**config.mk**
```make
export PLATFORM = sky130hd
export DESIGN_NAME = crc32_upd
export DESIGN_NICKNAME = d
export VERILOG_FILES = /design/src/rtl/png_chunk_chk_pkg.sv /design/src/rtl/png_chunk_chk_crc32_upd.sv
export SDC_FILE = /design/constraint.sdc
export NUM_CORES = 1
export LEC_CHECK = 0
export CORE_UTILIZATION = 40
export DETAILED_ROUTE_END_ITERATION = 8
export SYNTH_ARGS = -nofsm -noshare
export SYNTH_HDL_FRONTEND = slang
export SYNTH_SLANG_ARGS = --single-unit
```
**constraint.sdc**
```tcl
create_clock -name vclk -period 12.5
set_clock_uncertainty 0.15 [all_clocks]
set_input_delay 2.5 -clock vclk [all_inputs]
set_output_delay 2.5 -clock vclk [all_outputs]
set_load 0.02 [all_outputs]
```
**src/rtl/png_chunk_chk_pkg.sv**
```systemverilog
// Shared constants for the PNG chunk CRC path: the CRC-32 parameters, the
// checker FSM state type and the common chunk type codes.
package png_pkg;

  localparam logic [31:0] CRC32_POLY = 32'hEDB8_8320;
  localparam logic [31:0] CRC_INIT   = 32'hFFFF_FFFF;
  localparam logic [31:0] CRC_XOROUT = 32'hFFFF_FFFF;

  localparam logic [31:0] CHUNK_IHDR = 32'h4948_4452;
  localparam logic [31:0] CHUNK_IDAT = 32'h4944_4154;
  localparam logic [31:0] CHUNK_IEND = 32'h4945_4E44;

  typedef enum logic [2:0] {
    ST_IDLE,
    ST_LEN,
    ST_TYPE,
    ST_DATA,
    ST_CRC,
    ST_DONE
  } state_e;

endpackage

```
**src/rtl/png_chunk_chk_crc32_upd.sv**
```systemverilog
// Combinational CRC-32 (reflected) update over the nbyt leading bytes of a
// big-endian word; dat[31:24] is folded first, each byte LSB-first.
//   crc_in  : running CRC register
//   dat     : input word
//   nbyt    : number of leading bytes to fold (0..4)
//   crc_out : updated CRC register
module crc32_upd
  import png_pkg::*;
(
  input  logic [31:0] crc_in,
  input  logic [31:0] dat,
  input  logic [2:0]  nbyt,
  output logic [31:0] crc_out
);

  logic [31:0] acc;

  always_comb begin
    acc = crc_in;
    for (int unsigned b = 0; b < 4; b++) begin
      if (b < 32'(nbyt)) begin
        acc = acc ^ {24'h0, dat[31-8*b -: 8]};
        for (int unsigned k = 0; k < 8; k++) begin
          acc = acc[0] ? ((acc >> 1) ^ CRC32_POLY) : (acc >> 1);
        end
      end
    end
    crc_out = acc;
  end

endmodule

```
### Word-level counts from Yosys, hierarchy flattened

Cells that the tools add are included.
W data, S select, Z words.

| cells by class | value |
|---|---|
| $lt $le $gt $ge | 4 |
| muxes and demuxes | 36 |
| bitwise gates (word level) | 36 |

Operators by type and width:

| cell | count |
|---|---|
| $mux W32 | 36 |
| $not A13 Y14 | 32 |
| $xor A32 B8 Y32 | 4 |
| $lt A1 B3 Y1 const A | 2 |
| $lt A2 B3 Y1 const A | 2 |

| storage, ports and cells | value |
|---|---|
| register bits | 0 |
| input port bits | 67 |
| logic and storage cells | 76 |

### Depth between registers and ports, before layout

Gate-level depths: netlist of the first run.

| logic depth | value |
|---|---|
| depth after elaboration | 72 |
| depth in mapped cells | 19 |

### Least setup slack after synthesis of the first run

No wires, ideal clock.

| path | value |
|---|---|
| path kind | input -> output |
| from | input port nbyt[2] |
| to | output port crc_out[20] |
| arrival time | 7214 ps |
| setup slack | 2636 ps |
| stages | 19 |
| path buffers | 6 |
| cell sequence | buf_2 -> or3_1 -> buf_2 -> buf_2 -> nor3b_1 -> nor2_1 -> nand2_4 -> xnor3_1 -> a211o_1 -> and2_1 -> buf_6 -> xor3_1 -> o211a_1 -> or2_0 -> buf_2 -> buf_4 -> nand4_1 -> o211ai_1 -> a2111oi_1 |

| on the way | value |
|---|---|
| cells in the longest elaborated chain, start to end | 43 |

Ends and longest elaborated chain:

| element | RTL line | source |
|---|---|---|
| start, declared | png_chunk_chk_crc32_upd.sv:12 | `input logic [2:0] nbyt,` |
| $lt A1 B3 Y1 | png_chunk_chk_crc32_upd.sv:21 | `if (b < 32'(nbyt)) begin` |
| $mux W32 | png_chunk_chk_crc32_upd.sv:21 |  |
| $xor A32 B8 Y32 | png_chunk_chk_crc32_upd.sv:22 | `acc = acc ^ {24'h0, dat[31-8*b -: 8]};` |
| $mux W32 (2 in a row) | png_chunk_chk_crc32_upd.sv:24 | `acc = acc[0] ? ((acc >> 1) ^ CRC32_POLY) : (acc >> 1);` |
| $not A13 Y14 (no line) | n/a |  |
| $mux W32 | png_chunk_chk_crc32_upd.sv:24 |  |
| $not A13 Y14 (no line) | n/a |  |
| $mux W32 (3 in a row) | png_chunk_chk_crc32_upd.sv:24 |  |
| [23 not listed] | n/a |  |
| $mux W32 | png_chunk_chk_crc32_upd.sv:24 |  |
| $not A13 Y14 (no line) | n/a |  |
| $mux W32 (2 in a row) | png_chunk_chk_crc32_upd.sv:24 |  |
| $not A13 Y14 (no line) | n/a |  |
| $mux W32 | png_chunk_chk_crc32_upd.sv:24 |  |
| $not A13 Y14 (no line) | n/a |  |
| $mux W32 | png_chunk_chk_crc32_upd.sv:24 |  |
| $mux W32 * | png_chunk_chk_crc32_upd.sv:21 |  |
| end, declared | png_chunk_chk_crc32_upd.sv:13 | `output logic [31:0] crc_out` |

Mark *: on every way between the ends. The rest lies on a longest branch, timed or not.

### Final worst setup path of the first run

| path | value |
|---|---|
| from | input port crc_in[5] |
| to | output port crc_out[18] |

| on the way | value |
|---|---|
| cells in the longest elaborated chain, start to end | 48 |

Ends and longest elaborated chain:

| element | RTL line | source |
|---|---|---|
| start, declared | png_chunk_chk_crc32_upd.sv:10 | `input logic [31:0] crc_in,` |
| $xor A32 B8 Y32 | png_chunk_chk_crc32_upd.sv:22 |  |
| $mux W32 (6 in a row) | png_chunk_chk_crc32_upd.sv:24 |  |
| $mux W32 or $not A13 Y14 (tied branches) (2 in a row) | n/a |  |
| $mux W32 * | png_chunk_chk_crc32_upd.sv:21 |  |
| $xor A32 B8 Y32 or $mux W32 (tied branches) | png_chunk_chk_crc32_upd.sv:22, png_chunk_chk_crc32_upd.sv:21 |  |
| $mux W32, or another cell as far along | png_chunk_chk_crc32_upd.sv:24 |  |
| $mux W32 or $not A13 Y14 (tied branches) (3 in a row) | n/a |  |
| $mux W32 | png_chunk_chk_crc32_upd.sv:24 |  |
| [23 not listed] | n/a |  |
| $mux W32 | png_chunk_chk_crc32_upd.sv:24 |  |
| $not A13 Y14 (no line) or $mux W32 (tied branches) | n/a |  |
| $mux W32 | png_chunk_chk_crc32_upd.sv:24 |  |
| $not A13 Y14 (no line) or $mux W32 (tied branches) | n/a |  |
| $mux W32 | png_chunk_chk_crc32_upd.sv:24 |  |
| $not A13 Y14 (no line) or $mux W32 (tied branches) | n/a |  |
| $mux W32 (2 in a row) | png_chunk_chk_crc32_upd.sv:24 |  |
| $mux W32 * | png_chunk_chk_crc32_upd.sv:21 |  |

Marked as above.

==> qor.yml, run 1 <==
finalHoldViolCount: 0
wl_mm: 18.0
rows: 44
path_buf_inv: 2
stdcell_count: 899
yosys.area.top_type: "xnor3_1"
synth_warnings: 0
endpoint_kind: "primary output"
synth_top_area_share_pct: 19.8
crit_path_start_kind: "input port"
postCtsSetupBuffers: 0
grt_pass1_vias: 5062
post-route-util_pct: 48.9
syn_to_final_growth_pct: 19.8
hold_class: "in2out"
grt_pass1_wl_mm: 27.7
synth-compound-area-share_pct: 13.1
worst-endpoint-required_ns: 9.85
core_area_um2: 14500
final_antenna_net_count: 0
drv_cap: 0
cp.depth: 16
die_w_um: 124
finalCritPeriodShare_pct: 94.3
slew_violations: 0
crit_type: "in2out"
grt_max_degree: 40
grt_util_met1_pct: 33.7
synthXorXnorAreaFrac_pct: 58.2
synth_nets: 704
worstPathCellList: "clkdlybuf4s50_1 > xnor2_4 > xnor3_1 > o21ai_0 > xor2_1 > xnor3_1 > mux2i_1 > a21o_1 > nor3_1 > o41ai_1 > nand3_1 > xnor2_1 > xnor2_2 > xnor3_1 > mux2i_1 > clkdlybuf4s50_1"
setup-violations-final: 0
worst_pin_slew_ns: 0.899
io_pins: 99
ctsResizeCount: 0
min_from: "nbyt[2]"
crit_family: "XOR/XNOR gates"
synth_area_per_cell_um2: 9.28
drtPass1Iterations: 6
viasPerCell: 5.64
rsz0062_at_grt: "no"
synth.area.mux_share_pct: 11.9
grt_overflow: 0
portBuffers: 99
first_iter_violations: 369
grt_use_total_pct: 23.9
die_h_um: 124
layout.nets: 784
sequential_cell_area_um2: 0
cp_max_fo: 7
ctsHoldBuffers: 0
fin_crit_ns: 11.78
initial_utilization_pct: 40.8
seq_cells: 0
netlist_area_um2: 5910
synth_fa_ha_area_share_pct: 0
met2_usage_pct: 41.6
run_status: "complete, no violations"
wl_per_cell_um: 20.0
gp_congestion: 0.911
slowest_stage: "clkdlybuf4s50_1"
met3_usage_pct: 0.969
cp-startpoint: "crc_in[5]"
fmax_ghz: 0.0849
die_area_um2: 15300
drc_errors: 0
n_antenna_cell: 0
synth-simple-area-share_pct: 13.9
synth_area_leaders: "xnor3_1, xnor2_1, mux2i_1, xor2_1, xnor2_4"
placedCellCount: 899
max_slew_margin_pct: 39.6
dr_total_vias: 5066
min_path_cells: 4
critPathMostFrequentCell: "xnor3_1"
seq_area_frac_synth_pct: 0
synthCells: 637
antenna_found_initial: 0
place_hpwl_mm: 15.0
max_stage_delay_ns: 0.63
setup_tns_ns: 0
drive_gt1_share_pct: 9.65
synth_top_family_by_area: "XOR/XNOR gates"
ys_types: 71
worstPathArrival_ns: 9.13
clkbuf_count: 0
grt-busiest-layer: "met2"
## final cells by class
| class | instances | area [µm²] |
|---|---|---|
| fillers | 1379 | 7400 |
| well taps | 184 | 230 |
| repair buffers | 112 | 1080 |
| inverters | 4 | 15.0 |
| multi-input cells | 599 | 5750 |
## through the flow
step	hold WS (ns)	setup WS, ns	area, µm²
floorplan	5.23	2.64	5910
global placement	6.00	0.946	7080
detailed placement	6.01	0.877	7080
CTS	6.02	0.874	7080
global route	6.07	0.502	7080
finish	6.02	0.717	7080
## Yosys cell counts (3+ instances only)
cell type  number
buf_1           3
nor3b_1         3
nor2_1         53
xor2_2          3
nor2b_1         5
or3_1           3
mux2i_4         3
xnor2_2         9
nand3_1         9
xnor3_1        52
a21o_1          6
inv_1           4
xnor2_1       117
clkbuf_1       21
a211oi_1        5
xor2_1         49
nand4_1         6
and3_1          3
mux2i_1        55
or2_2           4
o21ai_0        25
a21oi_1        40
o211ai_1       10
mux2_2          5
xor2_4          4
and2_1         10
buf_2           6
nand2_1        39
nor3_1         11
a211o_1         6
xor3_1         10
xnor2_4         9
## worst min-delay path: stages
cell and delay, ns:
buf_2 0.15, buf_4 0.30, mux2i_1 0.17, clkdlybuf4s50_1 0.53
## path summary, 6_finish.rpt
path / end / slack (ns)
worst max-delay path: crc_out[18] / 0.72
worst min-delay path: crc_out[13] / 6.02
## kinds of logic after synthesis
family | Yosys count
XOR/XNOR | 254
AND/OR/NAND/NOR | 164
AO/OA/AOI/OAI | 116
multiplexers | 65
buffers and inverters | 38
## cells in the final DEF, fill, tap and decap left out, drive strengths merged, types with 3 or more instances in the layout
master	netlist	layout
and2	10	10
xor2	56	56
nand3	9	9
and3	3	3
o21ai	26	26
a211oi	6	6
nor3b	3	3
or3	3	3
xnor2	135	135
o211ai	11	11
xor3	10	10
nor3	11	11
mux2	6	6
a31oi	3	3
a211o	6	6
a21oi	42	42
nand2	43	43
mux2i	59	59
or2	6	6
nor2b	5	5
a21o	6	6
nand4	6	6
buf	12	14
xnor3	53	53
inv	4	4
clkdlybuf4s50	0	98
nor2	53	53
## routing by layer
metal	part of all wire (%)	vias to the layer above
met3	5.5	16
li1	-	2404
met2	48	179
met1	46	2467
met4	1.3	0
met5	0	-
Power of run 1 is not shown: default switching activity piles up to over one toggle a cycle in this logic, so the estimate is an artifact.
==> run 2: changes to the inputs <==
--- a/config.mk
+++ b/config.mk
@@ -7,6 +7,7 @@
 export LEC_CHECK = 0
 export CORE_UTILIZATION = 40
 export DETAILED_ROUTE_END_ITERATION = 8
+export DONT_BUFFER_PORTS = 1
 export SYNTH_ARGS = -nofsm -noshare
 export SYNTH_HDL_FRONTEND = slang
 export SYNTH_SLANG_ARGS = --single-unit
==> constraint.sdc (replaced) <==
create_clock -name vclk -period 10.75
set_clock_uncertainty 0.15 [all_clocks]
set_input_delay 2.15 -clock vclk [all_inputs]
set_output_delay 2.15 -clock vclk [all_outputs]
set_load 0.02 [all_outputs]
==> qor.yml, run 2 (synthesized netlist as in run 1, its figures left out) <==
dr_total_vias: 4508  # was 5066
endpoint_kind: "primary output"  # unchanged
initial_utilization_pct: 40.8  # unchanged
rows: 44  # unchanged
mostFrequentLayoutCells: "xnor2_1, mux2i_1, nor2_1, xnor3_1, xor2_1"  # was xnor2_1, clkdlybuf4s50_1, mux2i_1, nor2_1, xnor3_1
worst_pin_slew_ns: 0.817  # was 0.899 ns
first_iter_violations: 302  # was 369
place_hpwl_mm: 14.1  # was 15.0 mm
worstPathArrival_ns: 7.51  # was 9.13 ns
drc_errors: 0  # unchanged
seq_cells: 0  # unchanged
die_area_um2: 15300  # unchanged
max_slew_margin_pct: 45.1  # was 39.6%
layout.nets: 686  # was 784
final_antenna_net_count: 0  # unchanged
io_pins: 99  # unchanged
die_w_um: 124  # unchanged
worst-endpoint-required_ns: 8.45  # was 9.85 ns
grt_pass1_wl_mm: 25.4  # was 27.7 mm
drtPass1Iterations: 5  # was 6
drv_cap: 0  # unchanged
wl_per_cell_um: 20.9  # was 20.0 µm
core_area_um2: 14500  # unchanged
drive_gt1_share_pct: 11.2  # was 9.65%
cp-startpoint: "crc_in[4]"  # was crc_in[5]
min_path_cells: 1  # was 4
run_status: "complete, no violations"  # unchanged
ctsHoldBuffers: 0  # unchanged
viasPerCell: 5.63  # was 5.64
fin_crit_ns: 9.81
wl_mm: 16.8  # was 18.0 mm
sequential_cell_area_um2: 0  # unchanged
gp_congestion: 0.876  # was 0.911
setup-violations-final: 0  # unchanged
ctsResizeCount: 0  # unchanged
grt_use_total_pct: 21.9  # was 23.9%
grt_max_degree: 47  # was 40
cp_max_fo: 9  # was 7
clkbuf_count: 0  # unchanged
grt_pass1_vias: 4486  # was 5062
syn_to_final_growth_pct: 3.20  # was 19.8%
fmax_ghz: 0.102
slew_violations: 0  # unchanged
portBuffers: 0  # was 99
grt_overflow: 0  # unchanged
antenna_found_initial: 0  # unchanged
n_antenna_cell: 0  # unchanged
rsz0062_at_grt: "no"  # unchanged
hold_class: "in2out"  # unchanged
crit_type: "in2out"  # unchanged
finalCritPeriodShare_pct: 91.2
crit_path_start_kind: "input port"  # unchanged
layout_commonest_cell: "xnor2_1"  # unchanged
postCtsSetupBuffers: 0  # unchanged
setup_tns_ns: 0  # unchanged
die_h_um: 124  # unchanged
finalHoldViolCount: 0  # unchanged
crit_end: "crc_out[20]"  # was crc_out[18]
run 2: changes by cell type in the layout (fill, tap and decap cells not counted):
cell,before,now
clkdlybuf4s50_1,98,0
buf_2,1,0
buf_4,13,14
run 2: per-layer routing:
metal	vias up	part of all wire, %	track usage [%]
li1	2201	-	-
met3	14	5.0	2.26
met2	131	50	38.2
met5	-	0	0
met1	2162	44	29.6
met4	0	1.2	3.16
run 2: worst min path at each step:
stage	start	to	slack [ns]
after global routing	nbyt[2]	crc_out[28]	4.30
after CTS	nbyt[2]	crc_out[28]	4.30
after global placement	nbyt[2]	crc_out[28]	4.30
after floorplan	dat[3]	crc_out[11]	4.53
after detailed placement	nbyt[2]	crc_out[28]	4.30
final	nbyt[2]	crc_out[28]	4.31
run 2: area by class of cell:
cell class / count / area, µm²
Fill cell: 1419 / 8380
Multi-Input combinational cell: 599 / 5750
Tap cell: 184 / 230
Timing Repair Buffer: 14 / 105
Inverter: 4 / 15.0
run 2: per-stage QoR:
step	area [µm²]	instances	setup slack [ns]	utilization (%)	hold WS, ns
finish	6100	801	0.943	42.1	4.31
floorplan	5910	637	1.59	-	4.53
global route	6100	801	0.541	42.1	4.30
detailed placement	6100	801	0.994	42.1	4.30
global placement	6100	801	1.13	42.1	4.30
CTS	6100	801	0.965	42.1	4.30
run 2: critical path, stage by stage:
cell and delay, ns:
xnor2_2 0.44, xor2_4 0.34, xnor3_1 0.35, mux2i_4 0.34
nand2_4 0.16, xnor3_1 0.44, o211ai_1 0.24, and2_1 0.43
xor3_1 0.46, a211oi_2 0.32, or2_0 0.64, buf_4 0.31
xnor2_1 0.13, o211ai_1 0.12, a2111oi_1 0.40, buf_4 0.21
Power of run 2 is left out for the same reason.
==> run 3: changes to the inputs <==
--- a/config.mk
+++ b/config.mk
@@ -5,6 +5,7 @@
 export SDC_FILE = /design/constraint.sdc
 export NUM_CORES = 1
 export LEC_CHECK = 0
+export CAP_MARGIN = 20
 export CORE_UTILIZATION = 40
 export DETAILED_ROUTE_END_ITERATION = 8
 export DONT_BUFFER_PORTS = 1
==> results of run 3 <==
Same layout as run 2: the final DEF is identical, and so are final timing and power.
Power of run 3 is left out for the same reason.
